[src/rtl/store_write_buffer_pkg.sv]
// Shared types and constants for the store write buffer and its formatter.
package store_write_buffer_pkg;

  // Store width encodings carried on func3.
  localparam logic [2:0] F3_SB = 3'b000;
  localparam logic [2:0] F3_SH = 3'b001;
  localparam logic [2:0] F3_SW = 3'b010;

  // Default buffer geometry: WB_WIDTH = log2(WB_DEPTH).
  localparam int WB_DEPTH = 4;
  localparam int WB_WIDTH = 2;

  // One buffered, already-formatted, word-aligned write.
  typedef struct packed {
    logic        valid;
    logic [29:0] waddr;   // byte address bits [31:2]
    logic [31:0] wdata;   // lane-replicated data
    logic [3:0]  wstrb;   // byte enables
  } wb_entry_t;

endpackage : store_write_buffer_pkg

[src/rtl/store_write_buffer_format.sv]
// Converts a right-justified store (func3 + low address bits) into a
// byte strobe and lane-replicated write data, and flags illegal
// width/alignment combinations. Purely combinational.
module store_write_buffer_format
  import store_write_buffer_pkg::*;
(
  input  logic [1:0]  addr_lo,
  input  logic [31:0] data,
  input  logic [2:0]  func3,
  output logic [3:0]  strb,
  output logic [31:0] wdata,
  output logic        misaligned
);

  // Decode width, pick the byte lanes and replicate the data across them.
  always_comb begin
    strb       = 4'b0000;
    wdata      = 32'h0;
    misaligned = 1'b0;
    unique case (func3)
      F3_SB: begin
        strb  = 4'b0001 << addr_lo;
        wdata = {4{data[7:0]}};
      end
      F3_SH: begin
        strb       = addr_lo[1] ? 4'b1100 : 4'b0011;
        wdata      = {2{data[15:0]}};
        misaligned = addr_lo[0];
      end
      F3_SW: begin
        strb       = 4'b1111;
        wdata      = data;
        misaligned = (addr_lo != 2'b00);
      end
      default: begin
        misaligned = 1'b1;
      end
    endcase
  end

endmodule : store_write_buffer_format

[src/rtl/store_write_buffer.sv]
// Memory-side write buffer for retired stores. Formats each accepted
// store into a word-aligned strobed write, queues it in a small FIFO,
// drains the FIFO to data memory and forwards not-yet-written bytes to
// the load pipeline.
//
// Handshakes:
//   store side  : a store is taken on any edge where st_valid & st_ready;
//                 st_ready depends only on registered state. A store shown
//                 while st_ready is low is not taken.
//   memory side : dmem_wreq and its addr/data/strb stay stable until an
//                 edge where dmem_wack is high; that edge retires the head.
//                 dmem_wack with dmem_wreq low has no effect. Reset may
//                 withdraw a pending request.
module store_write_buffer #(
  parameter int WB_DEPTH = 4,
  parameter int WB_WIDTH = 2
) (
  input  logic        clk,
  input  logic        reset_n,
  input  logic        st_valid,
  input  logic [31:0] st_addr,
  input  logic [31:0] st_data,
  input  logic [2:0]  st_func3,
  output logic        st_ready,
  output logic        st_misaligned,
  output logic        dmem_wreq,
  output logic [31:0] dmem_waddr,
  output logic [31:0] dmem_wdata,
  output logic [3:0]  dmem_wstrb,
  input  logic        dmem_wack,
  input  logic [31:0] ld_addr,
  output logic        wb_fwd_valid,
  output logic [31:0] wb_fwd_data,
  output logic [3:0]  wb_fwd_byte_vector,
  output logic        wb_empty
);

  import store_write_buffer_pkg::*;

  wb_entry_t           entries_q [WB_DEPTH];
  logic [WB_WIDTH-1:0] head_q;
  logic [WB_WIDTH-1:0] tail_q;
  logic [WB_WIDTH:0]   count_q;
  logic                misaligned_q;

  logic [3:0]          fmt_strb;
  logic [31:0]         fmt_wdata;
  logic                fmt_misaligned;

  logic                accept;
  logic                enq;
  logic                deq;

  logic [WB_WIDTH-1:0] fwd_idx;
  logic [3:0]          fwd_vec;
  logic [31:0]         fwd_data;

  // Byte offset of the load is irrelevant to matching; whole words compare.
  logic                unused_ld_lo;
  assign unused_ld_lo = ^ld_addr[1:0];

  store_write_buffer_format u_format (
    .addr_lo    (st_addr[1:0]),
    .data       (st_data),
    .func3      (st_func3),
    .strb       (fmt_strb),
    .wdata      (fmt_wdata),
    .misaligned (fmt_misaligned)
  );

  assign st_ready      = (count_q < (WB_WIDTH+1)'(WB_DEPTH));
  assign accept        = st_valid & st_ready;
  assign enq           = accept & ~fmt_misaligned;
  assign deq           = dmem_wreq & dmem_wack;

  assign dmem_wreq     = entries_q[head_q].valid;
  assign dmem_waddr    = {entries_q[head_q].waddr, 2'b00};
  assign dmem_wdata    = entries_q[head_q].wdata;
  assign dmem_wstrb    = entries_q[head_q].wstrb;

  assign wb_empty      = (count_q == '0);
  assign st_misaligned = misaligned_q;

  // FIFO storage, pointers, occupancy and the one-cycle error pulse.
  always_ff @(posedge clk) begin
    if (!reset_n) begin
      for (int i = 0; i < WB_DEPTH; i++) begin
        entries_q[i] <= '0;
      end
      head_q       <= '0;
      tail_q       <= '0;
      count_q      <= '0;
      misaligned_q <= 1'b0;
    end else begin
      misaligned_q <= accept & fmt_misaligned;
      // Head and tail only coincide when empty (no deq) or full (no enq),
      // so these two writes never target the same slot.
      if (enq) begin
        entries_q[tail_q] <= '{valid: 1'b1,
                               waddr: st_addr[31:2],
                               wdata: fmt_wdata,
                               wstrb: fmt_strb};
        tail_q <= tail_q + WB_WIDTH'(1);
      end
      if (deq) begin
        entries_q[head_q].valid <= 1'b0;
        head_q <= head_q + WB_WIDTH'(1);
      end
      unique case ({enq, deq})
        2'b10:   count_q <= count_q + (WB_WIDTH+1)'(1);
        2'b01:   count_q <= count_q - (WB_WIDTH+1)'(1);
        default: count_q <= count_q;
      endcase
    end
  end

  // Walk entries oldest to youngest so younger matching bytes overwrite
  // older ones; the head keeps forwarding until its write is acknowledged.
  always_comb begin
    fwd_idx  = '0;
    fwd_vec  = 4'b0000;
    fwd_data = 32'h0;
    for (int i = 0; i < WB_DEPTH; i++) begin
      fwd_idx = head_q + WB_WIDTH'(i);
      if (entries_q[fwd_idx].valid &&
          (entries_q[fwd_idx].waddr == ld_addr[31:2])) begin
        for (int b = 0; b < 4; b++) begin
          if (entries_q[fwd_idx].wstrb[b]) begin
            fwd_vec[b]         = 1'b1;
            fwd_data[8*b +: 8] = entries_q[fwd_idx].wdata[8*b +: 8];
          end
        end
      end
    end
  end

  assign wb_fwd_byte_vector = fwd_vec;
  assign wb_fwd_data        = fwd_data;
  assign wb_fwd_valid       = |fwd_vec;

endmodule : store_write_buffer

[config.mk]
export PLATFORM = sky130hd
export DESIGN_NAME = store_write_buffer
export DESIGN_NICKNAME = d
export VERILOG_FILES = /design/src/rtl/store_write_buffer_pkg.sv /design/src/rtl/store_write_buffer_format.sv /design/src/rtl/store_write_buffer.sv
export SDC_FILE = /design/constraint.sdc
export NUM_CORES = 1
export LEC_CHECK = 0
export BUFFER_PORTS_ARGS = -buffer_cell sky130_fd_sc_hd__clkbuf_2
export CELL_PAD_IN_SITES_DETAIL_PLACEMENT = 0
export CELL_PAD_IN_SITES_GLOBAL_PLACEMENT = 1
export CORE_MARGIN = 4
export CORE_UTILIZATION = 53
export DETAILED_ROUTE_END_ITERATION = 8
export GPL_TIMING_DRIVEN = 0
export HOLD_SLACK_MARGIN = 0.08
export PLACE_DENSITY = 0.87
export RECOVER_POWER = 50
export SKIP_LAST_GASP = 1
export SLEW_MARGIN = 20
export SYNTH_ARGS = -nofsm -noshare
export SYNTH_HDL_FRONTEND = slang
export SYNTH_SLANG_ARGS = --single-unit
[constraint.sdc]
create_clock -name clk -period 19.7 [get_ports clk]
set_clock_uncertainty 0.1 [all_clocks]
set_input_delay 0.985 -clock clk [delete_from_list [all_inputs] [get_ports clk]]
set_output_delay 0.985 -clock clk [all_outputs]
set_load 0.02 [all_outputs]
* Yosys cells after proc, flatten, opt, wreduce, memory -nomap -nowiden
Memories as Yosys holds them, arrays and structs flattened. A register that Yosys moved wholly into a read port is not among the register bits.
Index checks and enable logic that the tools add are counted.
** Cells by class
- Add/subtract/negate cells :: 6
- $lt $le $gt $ge :: 1
- Eq/ne operators :: 8
- Shifts and indexed selects :: 1
- Mux-type cells :: 60
- Bitwise logic cells :: 5
- Reductions and logical operators :: 11
** Operator list (number)
- 67-bit two-way mux :: 2
- 67-bit OR reduction :: 2
- 32-bit two-way mux :: 4
- 8-bit two-way mux :: 16
- 30-bit equality test :: 4
- 32-bit one-hot mux with 3 select lines :: 1
- 1-bit two-way mux :: 24
- 4-bit two-way mux :: 5
- 4-bit one-hot mux with 3 select lines :: 1
- 2-bit two-way mux :: 5
- 3-bit logical NOT :: 2
- 3-bit one-hot mux with 2 select lines :: 1
- 2-bit by 1-bit adder with 2-bit output, second input constant :: 2
- 2-bit adder, second input constant :: 2
- 1-bit AND :: 4
- 1-bit logical AND :: 4
- 2-bit nonzero test :: 2
- 4-bit OR reduction :: 1
- 1-bit by 2-bit left shift with 4-bit output, first input constant :: 1
- 3-bit by 1-bit adder with 3-bit output, second input constant :: 1
- 3-bit by 1-bit equality test with 1-bit output, second input constant :: 1
- 3-bit by 2-bit equality test with 1-bit output, second input constant :: 1
- 3-bit less-than comparator, second input constant :: 1
- 1-bit one-hot mux with 3 select lines :: 1
- other kinds (4) :: 4
** Storage, ports and cells
- Bits in registers :: 8
- Bits in writable memories :: 268
- Input bits :: 103
- Output and inout bits :: 109
- Word-level logic and storage cells :: 97
- Memories kept :: 1
** Memories
- entries_q :: depth 4, bits a word 67, rd ports 4, clocked after Yosys merged registers in 1, write ports 4, RTL line store_write_buffer.sv:40 : wb_entry_t entries_q [WB_DEPTH];

* Logic depth before layout (Yosys ltp)
Gate-level depths: netlist of run 1.
- Depth after elaboration :: 10
- Mapped depth :: 20
- Gate-level depth less buffers :: 11

* Modules after synthesis
A second synthesis of run 1 with hierarchy kept.
** Unflattened totals
- Cells, all modules :: 1704
- Area, all modules :: 20284.5 sq um
** Modules (own cells, without submodules)
- store_write_buffer :: instances 1, cells an instance 1603, area an instance 19735.2 sq um, sequential area each 8207.9 sq um
- store_write_buffer_format :: instances 1, cells an instance 101, area an instance 549.3 sq um, sequential area each 0.0 sq um

* Worst setup path after synthesis of run 1
OpenSTA, ideal clock, no wires.
- Path type :: input-to-reg
- Start point :: input st_addr[0]
- End point :: memory entries_q[0][0] in the netlist's numbering (enable)
- Library setup time :: 0.581 ns
- Arrival :: 6.498 ns
- Required time :: 19.019 ns
- Setup slack :: 12.521 ns
- Stages on the path :: 6
- Path buffers :: 0
- Cell sequence :: o21a_1 o22a_1 nor2_1 and3_1 clkinv_1 o21ai_0
** RTL lines
- start: declaration :: RTL line store_write_buffer.sv:21 : input logic [31:0] st_addr,
- end: declaration :: RTL line store_write_buffer.sv:40

* Worst setup path after layout of run 1
- Start point :: register head_q[1]
- End point :: output wb_fwd_data[23]
** Between the ends
- Word-level cells in the longest chain between the ends :: 9
- Elaborated cells on any way between the ends :: 16
- Classes of those cells :: add/sub: 3; eq/ne: 3; mux: 6; reduce/logical: 3; memory: 1
** Ends and longest elaborated chain
- start: declaration :: RTL line store_write_buffer.sv:41 : logic [WB_WIDTH-1:0] head_q;
- start signal: assignment :: RTL line store_write_buffer.sv:107 : head_q <= head_q + WB_WIDTH'(1);
- 2-bit by 1-bit adder with 2-bit output :: RTL line store_write_buffer.sv:124 : fwd_idx = head_q + WB_WIDTH'(i);
- memory read 4 x 67 bit (*)
- 30-bit equality test :: RTL line store_write_buffer.sv:126 : (entries_q[fwd_idx].waddr == ld_addr[31:2])) begin
- 1-bit logical AND :: RTL line store_write_buffer.sv:125 : if (entries_q[fwd_idx].valid &&
- 32-bit two-way mux :: RTL line store_write_buffer.sv:125
- 8-bit two-way mux :: RTL line store_write_buffer.sv:128 : if (entries_q[fwd_idx].wstrb[b]) begin
- 32-bit two-way mux :: RTL line store_write_buffer.sv:125
- 8-bit two-way mux :: RTL line store_write_buffer.sv:128
- 32-bit two-way mux (*) :: RTL line store_write_buffer.sv:125
- end: declaration :: RTL line store_write_buffer.sv:33 : output logic [31:0] wb_fwd_data,
Every way passes the cells marked *; elsewhere a longest branch is shown, timed or not.

==> results of run 1 <==
## cells by family after synthesis
kind of cell               Yosys count  synth area share
xor gates and xnor gates           107            0.0466
muxes                              337             0.283
buffers and inverters              237            0.0504
and+or+nand+nor                    535             0.122
adders and majority gates            6           0.00411
DFF                                278             0.408
other                                1          0.000186
AOI/OAI and AO/OA                  222            0.0854
## final timing paths
check | endpoint | from | slack (ns)
setup reg to reg | register | head_q[1] | 13.27
hold reg to reg | st_misaligned | count_q[2] | 0.41
hold / removal | st_misaligned | count_q[2] | 0.41
setup / recovery | wb_fwd_data[23] | head_q[1] | 10.69
## stage by stage
step / instance area, µm² / cells / utilization / hold WS, ns
after floorplan: 20100 / 1724 / - / 0.350
after global placement: 21700 / 2420 / 0.577 / 0.386
after detailed placement: 22100 / 2436 / 0.589 / 0.416
after CTS: 23100 / 2494 / 0.615 / 0.421
after global routing: 22800 / 2495 / 0.607 / 0.437
final: 22800 / 2497 / 0.607 / 0.414
## final cells by class
| class | count | area share |
|---|---|---|
| antenna | 3 | 0.000329 |
| buffer | 152 | 0.0307 |
| clock buffer | 39 | 0.0362 |
| clock inverter | 19 | 0.00735 |
| inverter | 85 | 0.0140 |
| multi-input combinational | 1209 | 0.479 |
| sequential | 278 | 0.360 |
| tap | 511 | 0.0280 |
| timing repair buffer | 201 | 0.0446 |
## where the power goes
group | total, mW | switching, mW | internal, mW
sequential | 0.696 | 0.0223 | 0.673
combinational | 0.281 | 0.177 | 0.104
clock | 0.569 | 0.246 | 0.324
## worst max-delay path: stages (launching register included)
cell and delay [ns]:
dfxtp_1 0.57, buf_2 0.46, clkinv_1 0.55, ha_1 0.87, buf_2 0.52, buf_1 0.66, o21ai_0 0.36, or4_1 0.61
a222oi_1 0.72, nand2_2 0.26, a2111oi_4 0.87, mux2_2 0.42, o221a_1 0.27, clkbuf_2 0.18
## layer usage
metal / share of wire / routed length [µm]
met1: 0.39 / 30400
met2: 0.44 / 34800
met3: 0.13 / 10400
met4: 0.034 / 2670
met5: 0.00040 / 31
## flip-flops by register name, summed over array words and instances, names as in the netlist, named ones only
name and count:
entries_q 268, tail_q 2, count_q 3, st_misaligned 1, head_q 2
## cell usage in the layout, fill, tap and decap left out, types with 30 or more instances in the layout
| cell | count |
|---|---|
| inv_1 | 82 |
| xor2_1 | 37 |
| nor2_1 | 235 |
| nand2_1 | 123 |
| clkbuf_16 | 31 |
| clkbuf_2 | 186 |
| a21oi_1 | 38 |
| mux4_2 | 180 |
| o21ai_0 | 39 |
| edfxtp_1 | 264 |
| clkbuf_1 | 115 |
| xnor2_1 | 70 |
| mux2_2 | 37 |
| mux2i_1 | 113 |
| nor3_1 | 30 |
==> qor.yml, run 1 <==
failed_checks: "max-capacitance violations, max-slew violations"
core_mm2: 0.0376
regArea_mm2: 0.00821
multi_input_area_mm2: 0.0109
die_w_um: 203
ys_seq_elements: 278
antenna_found_initial: 3
outcome: "complete, but fails checks"
clk_pin_slew_ns: 0.06
netlist_area_mm2: 0.0201
cts.hold.buffers_added: 0
totalWireLength_um: 78200
grt_first_pass_wirelength_um: 113000
cts_setup_buffers: 0
maxSlewViolCount: 88
wl_per_cell_um: 31.3
synth_top_area_frac: 0.394
syn2layout_area_growth_pct: 13.4
synth_area_leaders: "edfxtp_1 39%, mux4_2 20%, mux2i_1 5.6%, nor2_1 4.4%, xnor2_1 3.0%"
track_usage: 0.373
start_util: 0.535
synthDistinctLibCells: 80
slew-limit-headroom: -0.539
drc_errors: 0
power.leakage_nw: 8.20
grt_overflow_total: 0
finalHoldViolCount: 0
postCtsResizedCells: 0
async_reset_ff_frac: 0
htreeDepth: 1
reg2reg_depth: 12
dpl_worst_slack_ns: 11.44
ios: 212
ys.flop_type: "edfxtp_1"
min_path_type: "register to register"
finalCritPeriodShare: 0.458
gp_congestion: 0.992
ys_warn_count: 0
yosysSeqAreaShare: 0.408
start_kind: "register"
power_mw: 1.55
use_met3: 0.0993
setup-tns-final_ns: 0
clk_latency_ns: 0.60
peakVddDrop_uv: 80.6
grt_max_degree: 37
portBuffers: 185
postSynthCellCount: 1723
clock_sinks: 278
setup_slack_ns: 10.69
synth_top_cell_by_area: "edfxtp_1"
final_antenna_net_count: 0
clockRootBuffer: "clkbuf_16"
grt_pass1_vias: 16700
finalSetupViolations: 0
whs_path_depth: 1
fillCellCount: 3080
synth_common_cells: "264 x edfxtp_1, 235 x nor2_1, 180 x mux4_2"
vias: 17100
cp-end-kind: "output port"
worst_pin_slew_ns: 2.31
crit_required_ns: 18.61
drt_iter0_markers: 2652
cp_data_arrival_time_ns: 7.93
drive_gt1_frac: 0.255
rsz0062_at_grt: "no"
rows: 71
avgSynthCellArea_um2: 11.7
dr.pass1.iters: 6
cts_tree: "done"
fmax_mhz: 111
yosysMostFrequentCell: "edfxtp_1"
nets: 2067
post_drt_via_cell_ratio: 6.84
met2_usage: 0.566
clockBufferDepth: 3
min_period_ns: 9.01
die_area_mm2: 0.0411
criticalPathCategory: "register to output port"
grt.busiest_layer: "met2"
post-dp-hpwl_um: 59100
synth_edf_count: 264
cts_buffers: 31
power.density_mw_per_mm2: 67.8
crit_fanout: 10
drv_cap: 3
die_y_um: 203
met1_usage: 0.535
No activity file was read; power rests on OpenSTA's default activity.
==> inputs of run 2 (changes only) <==
ABC_AREA = 1   (was unset)
CORE_UTILIZATION = 43   (was 53)
PLACE_DENSITY = 0.8   (was 0.87)
clock period = 9 ns   (was 19.7 ns; I/O delays follow)
==> run 2 against run 1 <==
Net effect:
- the run still ends with max-capacitance violations, max-slew violations left
- die area grew 29%
- synthesized cell count increased by 87%
- worst setup slack lost 9.4 ns
- critical endpoint is now wb_fwd_valid
- largest power group is now combinational logic
==> qor.yml, run 2 <==
synthDistinctLibCells: 33
rows: 81
synth_xor_area_frac: 0.00124
synth_common_cells: "1018 x nand2_1, 456 x nor2_1, 451 x nand3_1"
die_area_mm2: 0.0531
start_util: 0.434
die_y_um: 230
synth-compound-area-share: 0.101
ys_warn_count: 0
final_cells: 4164
syn2layout_area_growth_pct: 14.5
wl_per_cell_um: 26.1
crit_fanout: 11
peakVddDrop_uv: 163
htreeDepth: 2
clk_latency_ns: 0.56
clk_pin_slew_ns: 0.07
synth_top_cell_by_area: "edfxtp_1"
finalSetupViolations: 0
worst_pin_slew_ns: 2.62
synth_top_area_frac: 0.373
dpl.cell_count: 4100
finalHoldViolCount: 0
grt_first_pass_wirelength_um: 154000
largest_registers: "entries_q: 268 flops, count_q: 3 flops"
fillCellCount: 4988
mostFrequentLayoutCell: "nand2_1"
grt_pass1_vias: 23200
antenna_found_initial: 1
yosysMostFrequentCell: "nand2_1"
synth_edf_count: 264
crit_slowest_cell: "clkbuf_1"
power.density_mw_per_mm2: 188
post_drt_via_cell_ratio: 5.94
clock_sinks: 278
nets: 3583
gp_congestion: 1.02
cp_common_cell: "nand2_1"
grt_max_degree: 39
criticalPathCategory: "register to output port"
drc_errors: 0
synthSimpleGateAreaFrac: 0.379
final_cell_mix: "1017 x nand2_1, 457 x nor2_1, 451 x nand3_1"
track_usage: 0.395
grt_overflow_total: 0
top_register: "entries_q"
finalCoreUtilization: 0.497
whs_ns: 0.103
yosysSeqAreaShare: 0.386
drt_iter0_markers: 3261
die_w_um: 230
postSynthCellCount: 3223
ys.flop_type: "edfxtp_1"
avgSynthCellArea_um2: 6.60
fmax_mhz: 129
maxSlewViolCount: 125
vias: 24700
setup_slack_ns: 1.26
slew-limit-headroom: -0.744
worstPathCellList: "buf_2 > inv_2 > buf_2 > clkbuf_1 > clkbuf_1 > ha_1 > inv_2 > clkbuf_1 > nand3_1 > nand2_1 > nand2_1 > nand2_1 > nand3_1 > nor2_1 > nand2_1 > nor2_2 > nand3_2 > nand2_1 > inv_1 > nand2_1 > nor2_1 > nand2_1 > clkbuf_2"
outcome: "complete, but fails checks"
cp_data_arrival_time_ns: 7.19
clockBufferDepth: 3
portBuffers: 207
synth_top_family_by_area: "simple AND/OR/NAND/NOR gates"
clockRootBuffer: "clkbuf_16"
async_reset_ff_frac: 0
synth_area_leaders: "edfxtp_1 37%, nand2_1 18%, nand3_1 11%, nor2_1 8.1%, inv_1 5.9%"
min_path_type: "input pin to register"
cts_setup_buffers: 0
synth-adder-area-share: 0.00388
netlist_area_mm2: 0.0213
min_period_ns: 7.74
cts_tree: "done"
slowest_delay_ns: 0.91
dpl_worst_slack_ns: 2.19
drive_gt1_frac: 0.0983
drv_cap: 4
power.leakage_nw: 11.1
totalWireLength_um: 109000
rsz0062_at_grt: "no"
crit_required_ns: 8.45
cts.hold.buffers_added: 0
ios: 212
finalCritPeriodShare: 0.860
cp-end-kind: "output port"
dr.pass1.iters: 9
setup-tns-final_ns: 0
postCtsResizedCells: 0
failed_checks: "max-capacitance violations, max-slew violations"
largest_register_ffs: 268
cts_buffers: 36
start_kind: "register"
post-dp-hpwl_um: 80700
core_mm2: 0.0490
ys_seq_elements: 278
synthMuxAreaShare: 0.0301
final_antenna_net_count: 0
==> run 2: cell families after synthesis <==
family,after synthesis
multiplexers,64
AO/OA/AOI/OAI,384
adder cells (fa/ha/maj),6
XOR/XNOR,3
flip-flops,278
other,1
AND/OR/NAND/NOR,1958
buffers and inverters,529
==> run 2: final timing paths <==
kind	startpoint	end	slack, ns	depth (start not counted)
worst max-delay path	head_q[1]	wb_fwd_valid	1.26	23
worst min-delay path	st_addr[24]	entries_q[0][58]	0.10	3
worst max register to register	head_q[1]	register	3.68	13
worst min register to register	tail_q[1]	tail_q[1]	0.42	2
==> run 2: layout make-up <==
cell class                      count  area, µm²  share of cell area
Multi-Input combinational cell   2417      10900               0.450
Sequential cell                   278       8210               0.337
Inverter                          352       1320              0.0543
Timing Repair Buffer              212       1090              0.0448
Clock buffer                       38        908              0.0373
Tap cell                          664        831              0.0341
Buffer                            177        787              0.0323
Clock inverter                     25        253              0.0104
Antenna cell                        1       2.50            0.000103
==> run 2: metrics by stage <==
stage	power, mW	instance area (µm²)
final	4.57	24300
after global routing	4.71	24300
after CTS	4.52	24400
after detailed placement	3.08	23300
after global placement	3.06	23100
after floorplan	2.43	21300
==> run 2: power breakdown <==
group	internal [mW]	switching, mW
sequential	1.48	0.0553
combinational	0.380	1.19
clock	0.852	0.613
==> run 2: worst max-delay path: cells and delay by family, from the launching register on <==
| family | cells | cell delay, ns |
|---|---|---|
| simple gates | 13 | 2.44 |
| fa+ha+maj | 1 | 0.43 |
| flops | 1 | 0.34 |
| buf+inv | 9 | 3.36 |
==> run 2: layer usage <==
layer  GRT usage  share of wire
met3      0.0747           0.10
met1       0.469           0.36
met2       0.656           0.46
met4       0.253          0.079
met5           0              0
